<file path="config.mk">
export PLATFORM = sky130hd
export DESIGN_NAME = uart_word_tx_bridge_flat
export DESIGN_NICKNAME = d
export VERILOG_FILES = /design/src/rtl/uart_word_tx_bridge_pkg.sv /design/src/rtl/uart_word_tx_bridge_if.sv /design/src/rtl/uart_word_tx_bridge_gap_timer.sv /design/src/rtl/uart_word_tx_bridge.sv /design/src/flat_wrapper.sv
export SDC_FILE = /design/constraint.sdc
export NUM_CORES = 1
export LEC_CHECK = 0
export ABC_AREA = 1
export BUFFER_PORTS_ARGS = -buffer_cell sky130_fd_sc_hd__buf_2
export CORE_UTILIZATION = 53
export CTS_CLUSTER_SIZE = 28
export DETAILED_ROUTE_END_ITERATION = 6
export PLACE_DENSITY_LB_ADDON = 0.1
export SYNTH_ARGS = -nofsm -noshare
export SYNTH_HDL_FRONTEND = slang
export SYNTH_SLANG_ARGS = --single-unit
</file>
<file path="constraint.sdc">
create_clock -name clk -period 1.7 [get_ports clk]
set_input_delay 0.085 -clock clk [delete_from_list [all_inputs] [get_ports clk]]
set_output_delay 0.085 -clock clk [all_outputs]
set_load 0.05 [all_outputs]
</file>
<file path="src/rtl/uart_word_tx_bridge_pkg.sv">
// uart_pkg: shared byte width and Tx FSM state encoding for the word-to-byte bridge.
package uart_pkg;
  localparam int UART_BYTE_W = 8;
  typedef enum logic [1:0] {TX_IDLE, TX_SEND, TX_GAP} tx_state_t;
endpackage

</file>
<file path="src/rtl/uart_word_tx_bridge_if.sv">
// uart_word_tx_bridge_if: host word port, host read port and UART top register port.
interface uart_word_tx_bridge_if import uart_pkg::*; #(parameter int WORD_BYTES = 4);
  logic                              s_valid;
  logic                              s_ready;
  logic [UART_BYTE_W*WORD_BYTES-1:0] s_data;
  logic                              write_reg_en;
  logic [UART_BYTE_W-1:0]            write_reg_in;
  logic                              rd_req;
  logic                              read_reg_en;
  logic [UART_BYTE_W-1:0]            read_reg_out;
  logic                              rd_valid;
  logic [UART_BYTE_W-1:0]            rd_data;
  logic                              busy;
  modport master (
    output s_valid, s_data, rd_req, read_reg_out,
    input  s_ready, write_reg_en, write_reg_in, read_reg_en, rd_valid, rd_data, busy
  );
  modport slave (
    input  s_valid, s_data, rd_req, read_reg_out,
    output s_ready, write_reg_en, write_reg_in, read_reg_en, rd_valid, rd_data, busy
  );
endinterface

</file>
<file path="src/rtl/uart_word_tx_bridge_gap_timer.sv">
// uart_gap_timer: inter-byte gap counter; done while the count sits at 1.
module uart_gap_timer #(
  parameter int BYTE_GAP = 16
) (
  input  logic clk,
  input  logic rst,
  input  logic i_load,
  input  logic i_count,
  output logic o_done
);
  localparam int W = $clog2(BYTE_GAP + 1);
  logic [W-1:0] r_cnt;
  always_ff @(posedge clk or negedge rst) begin
    if (!rst) r_cnt <= '0;
    else if (i_load) r_cnt <= W'(BYTE_GAP);
    else if (i_count && r_cnt != '0) r_cnt <= r_cnt - W'(1);
  end
  assign o_done = r_cnt == W'(1);
endmodule

</file>
<file path="src/rtl/uart_word_tx_bridge.sv">
// uart_word_tx_bridge: serialises host words into paced UART byte writes and services byte reads.
module uart_word_tx_bridge import uart_pkg::*; #(
  parameter int WORD_BYTES = 4,
  parameter int BYTE_GAP   = 16,
  parameter bit LSB_FIRST  = 1'b1
) (
  input logic                  clk,
  input logic                  rst,
  uart_word_tx_bridge_if.slave bus
);
  localparam int WORD_W = UART_BYTE_W * WORD_BYTES;
  localparam int CNT_W  = WORD_BYTES > 1 ? $clog2(WORD_BYTES) : 1;
  tx_state_t              r_state;
  logic [CNT_W-1:0]       r_byte_cnt;
  logic [WORD_W-1:0]      r_buf;
  logic                   r_wen;
  logic [UART_BYTE_W-1:0] r_wdata;
  logic [2:0]             r_rd;
  logic [UART_BYTE_W-1:0] r_rd_data;
  logic                   w_done;
  logic                   w_last;
  function automatic logic [UART_BYTE_W-1:0] sel_byte(input logic [WORD_W-1:0] w, input logic [CNT_W-1:0] i);
    int idx;
    idx = LSB_FIRST ? int'(i) : WORD_BYTES - 1 - int'(i);
    return w[UART_BYTE_W*idx +: UART_BYTE_W];
  endfunction
  uart_gap_timer #(.BYTE_GAP(BYTE_GAP)) u_gap (
    .clk    (clk),
    .rst    (rst),
    .i_load (r_state == TX_SEND),
    .i_count(r_state == TX_GAP),
    .o_done (w_done)
  );
  assign w_last = r_byte_cnt == CNT_W'(WORD_BYTES - 1);
  // The strobe is registered alongside the move into SEND so it lines up with that state.
  always_ff @(posedge clk or negedge rst) begin
    if (!rst) begin
      r_state    <= TX_IDLE;
      r_byte_cnt <= '0;
      r_buf      <= '0;
      r_wen      <= 1'b0;
      r_wdata    <= '0;
    end else begin
      r_wen <= 1'b0;
      case (r_state)
        TX_IDLE: if (bus.s_valid) begin
          r_buf      <= bus.s_data;
          r_byte_cnt <= '0;
          r_state    <= TX_SEND;
          r_wen      <= 1'b1;
          r_wdata    <= sel_byte(bus.s_data, '0);
        end
        TX_SEND: r_state <= TX_GAP;
        TX_GAP: if (w_done) begin
          if (w_last) r_state <= TX_IDLE;
          else begin
            r_byte_cnt <= r_byte_cnt + 1'b1;
            r_state    <= TX_SEND;
            r_wen      <= 1'b1;
            r_wdata    <= sel_byte(r_buf, r_byte_cnt + 1'b1);
          end
        end
        default: r_state <= TX_IDLE;
      endcase
    end
  end
  // One-hot read pipeline: strobe, wait for the register to update, capture.
  always_ff @(posedge clk or negedge rst) begin
    if (!rst) begin
      r_rd      <= '0;
      r_rd_data <= '0;
    end else begin
      r_rd <= {r_rd[1:0], bus.rd_req && r_rd[1:0] == 2'b00};
      if (r_rd[1]) r_rd_data <= bus.read_reg_out;
    end
  end
  assign bus.s_ready      = r_state == TX_IDLE;
  assign bus.busy         = r_state != TX_IDLE;
  assign bus.write_reg_en = r_wen;
  assign bus.write_reg_in = r_wdata;
  assign bus.read_reg_en  = r_rd[0];
  assign bus.rd_valid     = r_rd[2];
  assign bus.rd_data      = r_rd_data;
endmodule
</file>
<file path="src/flat_wrapper.sv">
// flat-port wrapper written by rule: the top's interface ports become plain ports
module uart_word_tx_bridge_flat import uart_pkg::*;
#(
  parameter int WORD_BYTES = 4,
  parameter int BYTE_GAP   = 16,
  parameter bit LSB_FIRST  = 1'b1
)
  (clk, rst, bus_s_valid, bus_s_data, bus_rd_req, bus_read_reg_out, bus_s_ready, bus_write_reg_en, bus_write_reg_in, bus_read_reg_en, bus_rd_valid, bus_rd_data, bus_busy);
  uart_word_tx_bridge_if #(.WORD_BYTES(WORD_BYTES)) bus_i ();
  input logic clk;
  input logic rst;
  input wire logic [$bits(bus_i.s_valid)-1:0] bus_s_valid;
  input wire logic [$bits(bus_i.s_data)-1:0] bus_s_data;
  input wire logic [$bits(bus_i.rd_req)-1:0] bus_rd_req;
  input wire logic [$bits(bus_i.read_reg_out)-1:0] bus_read_reg_out;
  output wire logic [$bits(bus_i.s_ready)-1:0] bus_s_ready;
  output wire logic [$bits(bus_i.write_reg_en)-1:0] bus_write_reg_en;
  output wire logic [$bits(bus_i.write_reg_in)-1:0] bus_write_reg_in;
  output wire logic [$bits(bus_i.read_reg_en)-1:0] bus_read_reg_en;
  output wire logic [$bits(bus_i.rd_valid)-1:0] bus_rd_valid;
  output wire logic [$bits(bus_i.rd_data)-1:0] bus_rd_data;
  output wire logic [$bits(bus_i.busy)-1:0] bus_busy;
  assign bus_i.s_valid = bus_s_valid;
  assign bus_i.s_data = bus_s_data;
  assign bus_i.rd_req = bus_rd_req;
  assign bus_i.read_reg_out = bus_read_reg_out;
  assign bus_s_ready = bus_i.s_ready;
  assign bus_write_reg_en = bus_i.write_reg_en;
  assign bus_write_reg_in = bus_i.write_reg_in;
  assign bus_read_reg_en = bus_i.read_reg_en;
  assign bus_rd_valid = bus_i.rd_valid;
  assign bus_rd_data = bus_i.rd_data;
  assign bus_busy = bus_i.busy;
  uart_word_tx_bridge #(.WORD_BYTES(WORD_BYTES), .BYTE_GAP(BYTE_GAP), .LSB_FIRST(LSB_FIRST)) u_core (.clk(clk), .rst(rst), .bus(bus_i));
endmodule
</file>
# ---- Word level (Yosys, flattened, before mapping)
# Cells that the tools add are included.
dict set report totals {
  output_inout_bits 21
  word_cells 47
  ff_bits 61
}
dict set report op_classes {
  muxes 18
  shifts 1
  eq_ne 7
  add_sub_neg 2
  reduce_logical 11
}
# operator n
set op_table {}
lappend op_table {{variable part select 32 x 6 -> 8 bit} 1}
lappend op_table {{two-way mux 8 bit} 3}
lappend op_table {{case mux 8 bit (2 select lines)} 1}
lappend op_table {{two-way mux 2 bit} 5}
lappend op_table {{two-way mux 5 bit} 2}
lappend op_table {{case mux 2 bit (3 select lines)} 1}
lappend op_table {{nonzero test 2 bit} 3}
lappend op_table {{equality test 5 x 1 -> 1 bit (second input constant)} 1}
lappend op_table {{nonzero test 5 bit} 1}
lappend op_table {{subtractor 5 x 1 -> 5 bit (second input constant)} 1}
lappend op_table {{equality test 2 bit (second input constant)} 2}
lappend op_table {{logical NOT 2 bit} 2}
lappend op_table {{two-way mux 1 bit} 4}
lappend op_table {{inequality test 2 bit (second input constant)} 2}
lappend op_table {{case mux 2 bit (2 select lines)} 1}
lappend op_table {{AND reduction 2 bit} 2}
lappend op_table {{AND reduction 4 bit} 1}
lappend op_table {{adder 2 x 1 -> 2 bit (second input constant)} 1}
lappend op_table {{equality test 2 x 1 -> 1 bit (second input constant)} 1}
lappend op_table {{logical AND 1 bit} 2}
lappend op_table {{inequality test 2 x 1 -> 1 bit (second input constant)} 1}
lappend op_table {{case mux 1 bit (2 select lines)} 1}

# ---- Depth between registers and ports, before layout
# Gate-level depths: netlist of run 1.
dict set report logic_depth {
  ltp_word 5
  depth_mapped 9
}

# ---- By module
# Synthesis of run 1 repeated with hierarchy kept, for this count alone.
dict set report hier_totals {
  hier_cells 339
  area_unflattened_um2 2829.0
}
# module area_each_um2 cells_each seq_area_each_um2 instances
set by_module_without_submodules {}
lappend by_module_without_submodules {uart_word_tx_bridge 2514.9 298 1401.3 1}
lappend by_module_without_submodules {uart_gap_timer 314.1 41 125.1 1}

# ---- Least setup slack after synthesis of run 1
# OpenSTA, ideal clock, no wires.
dict set report synth_path {
  path_type {reg-to-reg}
  startpoint {register u_core.r_state[0]}
  endpoint {register u_core.r_buf[10]}
  path_stages_with_launch 5
  setup_time_ps 125
  arrival_time_ps 1318
  n_path_buf 1
  path_slack_ps 257
  cell_sequence {dfrtp_1 > nor2_4 > nand2_4 > buf_6 > mux2_4}
}
dict set report synth_between {
  elab_chain_len 2
}
# element line_no
set synth_lines {}
lappend synth_lines {{start: declaration} uart_word_tx_bridge.sv:13} ;# tx_state_t r_state;
lappend synth_lines {{start signal: assignment} uart_word_tx_bridge.sv:38} ;# r_state <= TX_IDLE;
lappend synth_lines {{start signal: assignment} uart_word_tx_bridge.sv:49} ;# r_state <= TX_SEND;
lappend synth_lines {{start signal: assignment} uart_word_tx_bridge.sv:53} ;# TX_SEND: r_state <= TX_GAP;
lappend synth_lines {{logical NOT 2 bit} --}
lappend synth_lines {{net bus_s_ready} flat_wrapper.sv:16} ;# output wire logic [$bits(bus_i.s_ready)-1:0] bus_s_ready;
lappend synth_lines {{AND reduction 2 bit (no line)} --}
lappend synth_lines {{end signal: assignment} uart_word_tx_bridge.sv:47} ;# r_buf <= bus.s_data;
lappend synth_lines {{end: declaration} uart_word_tx_bridge.sv:15} ;# logic [WORD_W-1:0] r_buf;
# The timed path passes the listed nets, and every way through them passes these cells.
# A chain may end at the register's enable or synchronous reset.

# ---- Worst setup path after layout of run 1
dict set report layout_path {
  startpoint {register u_core.u_gap.r_cnt[1]}
  endpoint {register u_core.r_wdata[5] (netlist: u_core.bus.write_reg_in[5])}
}
dict set report layout_between {
  elab_chain_len 3
}
# element line_no
set layout_lines {}
lappend layout_lines {{start: declaration} uart_word_tx_bridge_gap_timer.sv:12} ;# logic [W-1:0] r_cnt;
lappend layout_lines {{start signal: assignment} uart_word_tx_bridge_gap_timer.sv:15} ;# else if (i_load) r_cnt <= W'(BYTE_GAP);
lappend layout_lines {{start signal: assignment} uart_word_tx_bridge_gap_timer.sv:16} ;# else if (i_count && r_cnt != '0) r_cnt <= r_cnt - W'(1);
lappend layout_lines {{equality test 5 x 1 -> 1 bit} uart_word_tx_bridge_gap_timer.sv:18} ;# assign o_done = r_cnt == W'(1);
lappend layout_lines {{inequality test 2 x 1 -> 1 bit (no line)} --}
lappend layout_lines {{AND reduction 4 bit (no line)} --}
lappend layout_lines {{end signal: assignment} uart_word_tx_bridge.sv:51} ;# r_wdata <= sel_byte(bus.s_data, '0);
lappend layout_lines {{end signal: assignment} uart_word_tx_bridge.sv:60} ;# r_wdata <= sel_byte(r_buf, r_byte_cnt + 1'b1);
lappend layout_lines {{end: declaration} uart_word_tx_bridge.sv:17} ;# logic [UART_BYTE_W-1:0] r_wdata;
# No other way between the ends.

==> results of run 1 <==
[cell usage after synthesis]
cell and number:
nand3_1 30, o21ai_0 14, nor3b_1 1, buf_6 4, dfrtp_1 61, buf_2 5
buf_4 2, nand2_1 96, xor2_1 3, mux2_2 9, mux2_4 23, inv_1 19
inv_2 2, clkbuf_1 1, nand2_4 1, nor2_1 4, nor2_4 1, nand2_2 1
ha_1 4
[sequential cells by signal, summed over array words and instances (netlist names)]
register,cells
u_core.r_buf,32
u_core.bus.rd_data,8
u_core.bus.write_reg_in,8
u_core.u_gap.r_cnt,5
u_core.r_rd,3
u_core.r_byte_cnt,2
u_core.r_state,2
u_core.bus.write_reg_en,1
[logic make-up after synthesis]
| kind of cell | count (synthesis) | synth area share |
|---|---|---|
| flip-flops | 61 | 0.536 |
| AO/OA/AOI/OAI | 14 | 0.0246 |
| AND/OR/NAND/NOR | 134 | 0.197 |
| buffers and inverters | 33 | 0.0588 |
| adder cells (fa/ha/maj) | 4 | 0.0176 |
| multiplexers | 32 | 0.157 |
| XOR/XNOR | 3 | 0.00922 |
[what timing repair did]
item                                    CTS  global route
endpoints found under the hold margin    54             0
endpoints found under the setup margin    0             0
hold buffers                             34             0
[power groups by stage]
stage	Combinational, mW	Sequential (mW)	Clock [mW]
5_1_grt	0.448	1.54	1.67
4_1_cts	0.421	1.53	1.61
2_1_floorplan	0.0571	1.72	0
6_report	0.425	1.53	1.59
3_3_place_gp	0.358	1.55	0
3_5_place_dp	0.362	1.56	0
[path summary, 6_finish.rpt]
kind,to,slack (ns)
max in group asynchronous,u_core.r_buf[4],0.88
min,u_core.r_buf[6],0.03
min reg2reg,u_core.r_rd[1],0.40
max,u_core.bus.write_reg_in[5],0.16
min in group asynchronous,u_core.r_byte_cnt[0],0.24
max reg2reg,u_core.bus.write_reg_in[5],0.16
[metrics by stage]
stage	instance area [µm²]	worst slack [ns]	std cells	util
3_5_place_dp	3250	0.197	410	0.631
4_1_cts	3830	0.149	460	0.746
6_report	3830	0.155	460	0.746
3_3_place_gp	3250	0.285	410	0.631
2_1_floorplan	2850	0.257	281	-
5_1_grt	3830	0.000112	460	0.746
[layer usage]
layer  wire [µm]  global-route usage  vias to the layer above  part of all wire
li1            -                   -                     1112                 -
met1        2990               0.352                     1047              0.47
met2        2950               0.364                       65              0.47
met3         279              0.0661                        8             0.044
met4          89              0.0947                        0             0.014
met5           0                   0                        -                 0
[layout make-up]
| type | count | share of cell area |
|---|---|---|
| tap | 70 | 0.0228 |
| clock buffer | 10 | 0.0359 |
| inverter | 21 | 0.0206 |
| multi-input combinational | 187 | 0.301 |
| sequential | 61 | 0.398 |
| clock inverter | 6 | 0.0287 |
| timing repair buffer | 105 | 0.193 |
[worst max-delay path: cells and delay by family, from the launching register on]
| family | cells | cell delay, ns |
|---|---|---|
| AND/OR/NAND/NOR | 6 | 0.63 |
| flip-flops | 1 | 0.38 |
| buffers and inverters | 2 | 0.25 |
| adder cells (fa/ha/maj) | 1 | 0.17 |
==> impl_metrics.tcl, run 1 <==
set metrics [dict create \
    worst_hold_path.num_cells 3 \
    grt_pass1_vias 2125 \
    grt_use_total 0.247 \
    synth_top_cells_by_area "dfrtp_1 54%, nand2_1 13%, mux2_4 12%, nand3_1 5.3%, mux2_2 3.6%" \
    ir_worst_vdd_mv 0.798 \
    clkSlewWorstSetupHoldPaths_ns 0.07 \
    crit_fanout 12 \
    min_from "bus_s_data[6]" \
    setup_violations 0 \
    cap_violations 0 \
    period_share 0.909 \
    clock_sinks 61 \
    drv_slew 0 \
    cp_cell_sequence "inv_1 -> ha_1 -> nand2_1 -> nor2_1 -> nand2_1 -> nand2_2 -> inv_2 -> nand2_1 -> nand2_1" \
    syn_area_per_cell_um2 10.1 \
    seq_area_frac_synth 0.536 \
    htreeDepth 3 \
    combinationalPowerShare 0.120 \
    overflow 0 \
    worst_setup_path_start_kind "flop" \
    crit_path_max_incr_delay_ns 0.38 \
    status "completed" \
    skew_ns 0.00643 \
    yosys.area.top_type "dfrtp_1" \
    hold_path.class "in2reg" \
    gp_congestion 0.849 \
    power_mw 3.55 \
    clkLatencyLatePin_ns 0.34 \
    antenna_found_initial 0 \
    p_leak_nw 2.08 \
    reg2reg_depth 9 \
    place_hpwl_um 3990 \
    routed_wl_um 6310 \
    timing.slew.headroom 0.667 \
    grt_max_degree 41 \
    die_area_um2 5670 \
    drc 0 \
    final_nets 433 \
    layout-drive-gt1-share 0.318 \
    cts_tree "built" \
    antenna_left 0 \
    crit_slowest_cell "dfrtp_1" \
    pwr-share-seq 0.432 \
    end_kind "flop" \
    clk_path_buf_depth 2 \
    fin_setup_tns_ns 0 \
    vias 2232 \
    numCtsBuffers 9 \
    required_ns 1.92 \
    synth_cell_types 19 \
    power.switching_mw 0.878 \
    whs_ns 0.0301 \
    syn_to_final_growth_pct 34.6 \
    io_buffer_count 64 \
    ys_seq_elements 61 \
    ios 65 \
    post-cts-setup-buffer-count 0 \
    synth_top_cell_area_share 0.536 \
    regArea_um2 1530 \
    layout_common_cells "96 x nand2_1, 64 x buf_2, 61 x dfrtp_1, 34 x dlygate4sd3_1, 30 x nand3_1" \
    synth_cells 281 \
    critPathKind "reg2reg" \
    cts-root-buf "clkbuf_8" \
    rsz0062_at_grt "false" \
    n_antenna_cell 0 \
    swShare 0.247 \
    min_period_ns 1.54 \
    tightest_slew_ns 0.500 \
    r2r_start "u_core.u_gap.r_cnt[1]" \
    die_w_um 75.3 \
    crit_start "u_core.u_gap.r_cnt[1]" \
    core_um2 5140 \
    drt_iter0_drc 87 \
    ys_warn_count 0 \
    synth.cell_area_um2 2850 \
    fmax_mhz 647 \
    cell_internal_pwr_mw 2.67 \
    drtPass1Iterations 5 \
    via_per_inst 4.85 \
    grt_pass1_wl_um 10100 \
    hold_violations 0 \
    fp.dieH_um 75.3 \
    layout_commonest_cell "nand2_1" \
    routedWlPerCell_um 13.7 \
    path_common_cell "nand2_1" \
    critPathArrivalTime_ns 1.77 \
    placementRows 26 \
    power_frac_clock 0.448 \
    power_density_nw_per_um2 926 \
    initial_core_util 0.554 \
    syn_nets 329 \
    post_cts_resized 0 \
    multiInputGateArea_um2 1150 \
    fillerInstances 388 \
]
Note: power is estimated with default switching activity, not from simulation.
==> run 2: changes to the inputs <==
- MAX_ROUTING_LAYER: default -> met4
==> impl_metrics.tcl, run 2 (same netlist as run 1, synthesis figures left out) <==
set metrics [dict create \
    layout_commonest_cell "nand2_1" \
    rsz0062_at_grt "false" \
    post_cts_resized 0 \
    critPathArrivalTime_ns 1.76 \
    status "completed" \
    cap_violations 0 \
    numCtsBuffers 9 \
    gp_congestion 0.863 \
    path_common_cell "nand2_1" \
    setup_violations 0 \
    power_mw 3.55 \
    core_um2 5140 \
    clk_path_buf_depth 2 \
    hold_violations 0 \
    fp.dieH_um 75.3 \
    place_hpwl_um 3990 \
    drt_iter0_drc 86 \
    antenna_left 0 \
    worst_setup_path_start_kind "flop" \
    routedWlPerCell_um 13.7 \
    grt_pass1_vias 2122 \
    setup_ws_ns 0.152 \
    grt_pass1_wl_um 10100 \
    regMostFlops "u_core.r_buf" \
    timing.slew.headroom 0.666 \
    overflow 0 \
    drc 0 \
    final_nets 433 \
    dp_slack_ns 0.197 \
    die_area_um2 5670 \
    crit_slowest_cell "dfrtp_1" \
    die_w_um 75.3 \
    grt_use_total 0.256 \
    layout-drive-gt1-share 0.318 \
    via_per_inst 4.85 \
    fin_setup_tns_ns 0 \
    ir_worst_vdd_mv 0.805 \
    p_leak_nw 2.08 \
    antenna_found_initial 0 \
    n_antenna_cell 0 \
    layout_common_cells "96 x nand2_1, 64 x buf_2, 61 x dfrtp_1, 34 x dlygate4sd3_1, 30 x nand3_1" \
    cts-root-buf "clkbuf_8" \
    min_period_ns 1.55 \
    syn_to_final_growth_pct 34.6 \
    grt_max_degree 41 \
    post-cts-setup-buffer-count 0 \
    htreeDepth 3 \
    cp_cell_sequence "inv_1 -> ha_1 -> nand2_1 -> nor2_1 -> nand2_1 -> nand2_2 -> inv_2 -> nand2_1 -> nand2_1" \
    period_share 0.911 \
    crit_fanout 12 \
    initial_core_util 0.554 \
    clkSlewWorstSetupHoldPaths_ns 0.07 \
    cts_tree "built" \
    fmax_mhz 646 \
    routed_wl_um 6320 \
    io_buffer_count 64 \
    end_kind "flop" \
    clkLatencyLatePin_ns 0.33 \
    hold_path.class "in2reg" \
    vias 2233 \
    skew_ns 0.00676 \
    drv_slew 0 \
    drtPass1Iterations 4 \
    hold_buffers 34 \
    crit_path_max_incr_delay_ns 0.38 \
    tightest_slew_ns 0.502 \
    clock_sinks 61 \
    required_ns 1.91 \
    placementRows 26 \
    power_density_nw_per_um2 926 \
    ios 65 \
    largest_reg_flops 32 \
    critPathKind "reg2reg" \
]
-- run 2: critical path: cells and delay by family, from the launching register on --
family / cells / cell delay (ns)
adder cells (fa/ha/maj): 1 / 0.17
AND/OR/NAND/NOR: 6 / 0.63
buffers and inverters: 2 / 0.25
flip-flops: 1 / 0.38
-- run 2: cell type report --
cell class | count | area [µm²]
inverters | 21 | 78.8
fillers | 388 | 1310
multi-input cells | 187 | 1150
well taps | 70 | 87.6
flip-flops and latches | 61 | 1530
clock buffers | 10 | 138
repair buffers | 105 | 738
clock inverters | 6 | 110
-- run 2: stage by stage --
step / cells / util / hold slack, ns / cell area [µm²]
after floorplan: 281 / - / -0.211 / 2850
after global placement: 410 / 0.631 / 0.0767 / 3250
after detailed placement: 410 / 0.631 / 0.0799 / 3250
after CTS: 460 / 0.746 / 0.0247 / 3830
after global routing: 460 / 0.746 / 0.0213 / 3830
final: 460 / 0.746 / 0.0353 / 3830
-- run 2: worst paths after layout --
kind                                        from                         end  slack (ns)  cells past startpoint
hold reg to reg                   u_core.r_rd[0]              u_core.r_rd[1]        0.40                      0
setup / recovery           u_core.u_gap.r_cnt[1]  u_core.bus.write_reg_in[5]        0.15                      9
max in group asynchronous                    rst            u_core.r_buf[19]        0.88                      3
setup reg to reg           u_core.u_gap.r_cnt[1]  u_core.bus.write_reg_in[5]        0.15                      9
min in group asynchronous                    rst        u_core.r_byte_cnt[0]        0.25                      2
hold / removal                     bus_s_data[3]             u_core.r_buf[3]        0.04                      3
-- run 2: report_power, final --
part           total, mW  switching, mW  internal, mW
clock               1.59          0.579          1.01
combinational      0.426          0.264         0.162
sequential          1.53         0.0327          1.50
total               3.55          0.875          2.67
-- run 2: routing by layer --
metal,track usage,share of wire,vias up
met5,-,0,-
met4,0.0761,0.014,0
met3,0.0820,0.033,8
met2,0.366,0.48,61
met1,0.351,0.48,1053
li1,-,-,1111
==> run 3: changes to the inputs <==
- CORE_MARGIN: default -> 10
- PLACE_DENSITY: default -> 0.79
- PLACE_DENSITY_LB_ADDON: 0.1 -> default
==> impl_metrics.tcl, run 3 (same netlist as run 1, synthesis figures left out) <==
set metrics [dict create \
    grt_pass1_vias 2412 \
    hold_violations 0 \
    met1_length_um 2940 \
    tightest_slew_ns 0.567 \
    layout_common_cells "96 x nand2_1, 64 x buf_2, 61 x dfrtp_1, 34 x dlygate4sd3_1, 30 x nand3_1" \
    fp.dieH_um 93.3 \
    numCtsBuffers 9 \
    setup_violations 0 \
    crit_fanout 12 \
    hold_buffers 34 \
    antenna_left 0 \
    skew_ns 0.00298 \
    clk_path_buf_depth 2 \
    placementRows 26 \
    required_ns 1.92 \
    hold_path.class "in2reg" \
    critPathKind "reg2reg" \
    drv_slew 0 \
    die_w_um 93.3 \
    fmax_mhz 671 \
    largest_reg_flops 32 \
    htreeDepth 3 \
    place_hpwl_um 4710 \
    layout_commonest_cell "nand2_1" \
    via_per_inst 4.92 \
    min_period_ns 1.49 \
    critPathArrivalTime_ns 1.72 \
    die_area_um2 8710 \
    route.met3.wl_um 349 \
    grt_pass1_wl_um 11600 \
    post-cts-setup-buffer-count 0 \
    grt_max_degree 29 \
    antenna_found_initial 0 \
    rsz0062_at_grt "false" \
    drtPass1Iterations 4 \
    post_cts_resized 0 \
    timing.slew.headroom 0.622 \
    wl_met2_um 3480 \
    drc 0 \
    routed_wl_um 6870 \
    vias 2260 \
    worst_setup_path_start_kind "flop" \
    overflow 0 \
    end_kind "flop" \
    power_density_nw_per_um2 835 \
    final_cells 459 \
    worst_hold_path.num_cells 3 \
    routedWlPerCell_um 15.0 \
    grt_use_total 0.171 \
    ir_worst_vdd_mv 0.714 \
    clkSlewWorstSetupHoldPaths_ns 0.06 \
    fillerInstances 378 \
    io_buffer_count 64 \
    n_antenna_cell 0 \
    fin_setup_tns_ns 0 \
    status "completed" \
    gp_congestion 0.837 \
    ios 65 \
    core_um2 5170 \
    post-place-cells 411 \
    drt_iter0_drc 133 \
    initial_core_util 0.551 \
    cap_violations 0 \
    reg2reg_depth 9 \
    clock_sinks 61 \
    cts-root-buf "clkbuf_8" \
    final_nets 434 \
    layout-drive-gt1-share 0.316 \
    syn_to_final_growth_pct 32.6 \
    regMostFlops "u_core.r_buf" \
    topRoutingLayerUsed "met4" \
    cts_tree "built" \
    clkLatencyLatePin_ns 0.33 \
    p_leak_nw 2.06 \
    period_share 0.877 \
]
## run 3: cell count changes in the layout (fill, tap and decap cells not counted), sizes merged
cell      previous run  this run
clkinvlp             2         0
buf                 71        72
clkbuf              10        13
bufinv               3         0
## run 3: worst max-delay path: stages (launching register included)
cell and delay [ns]:
dfrtp_1 0.38, inv_1 0.12, ha_1 0.16, nand2_1 0.05, nor2_1 0.13, nand2_1 0.10
nand2_2 0.19, inv_2 0.13, nand2_1 0.08, nand2_1 0.06
## run 3: routing by layer
layer | vias to the layer above | global-route usage
met3 | 8 | 0.0472
met1 | 1080 | 0.196
met4 | 0 | 0.0694
li1 | 1114 | -
met5 | - | -
met2 | 58 | 0.276
## run 3: metrics by stage
stage	area, µm²	setup WS [ns]	util	power (mW)	hold WS [ns]
6_report	3780	0.210	0.730	3.15	0.0373
2_1_floorplan	2850	0.257	-	1.78	-0.211
5_1_grt	3780	0.0611	0.730	3.26	0.0381
3_3_place_gp	3250	0.292	0.629	1.92	0.106
3_5_place_dp	3250	0.242	0.629	1.93	0.110
4_1_cts	3780	0.209	0.730	3.18	0.0308
## run 3: path summary, 6_finish.rpt
kind	startpoint	to	slack [ns]
min	bus_s_data[6]	u_core.r_buf[6]	0.04
min in group asynchronous	rst	u_core.bus.rd_data[1]	0.31
min reg2reg	u_core.r_rd[0]	u_core.r_rd[1]	0.41
max in group asynchronous	rst	u_core.r_buf[9]	0.83
max	u_core.u_gap.r_cnt[1]	u_core.r_byte_cnt[0]	0.21
max reg2reg	u_core.u_gap.r_cnt[1]	u_core.r_byte_cnt[0]	0.21
## run 3: power by group
part           internal (mW)  total (mW)  switching, mW  leakage, nW
Combinational          0.163       0.430          0.267         1.15
Sequential              1.50        1.53         0.0311        0.816
Clock                  0.670        1.19          0.521       0.0974
## run 3: layout make-up
type	instances	area, µm²	share of cell area
multi-input cells	187	1150	0.306
clock inverters	1	5.00	0.00132
inverters	21	78.8	0.0209
well taps	70	87.6	0.0232
clock buffers	13	179	0.0474
flip-flops and latches	61	1530	0.404
repair buffers	106	746	0.197
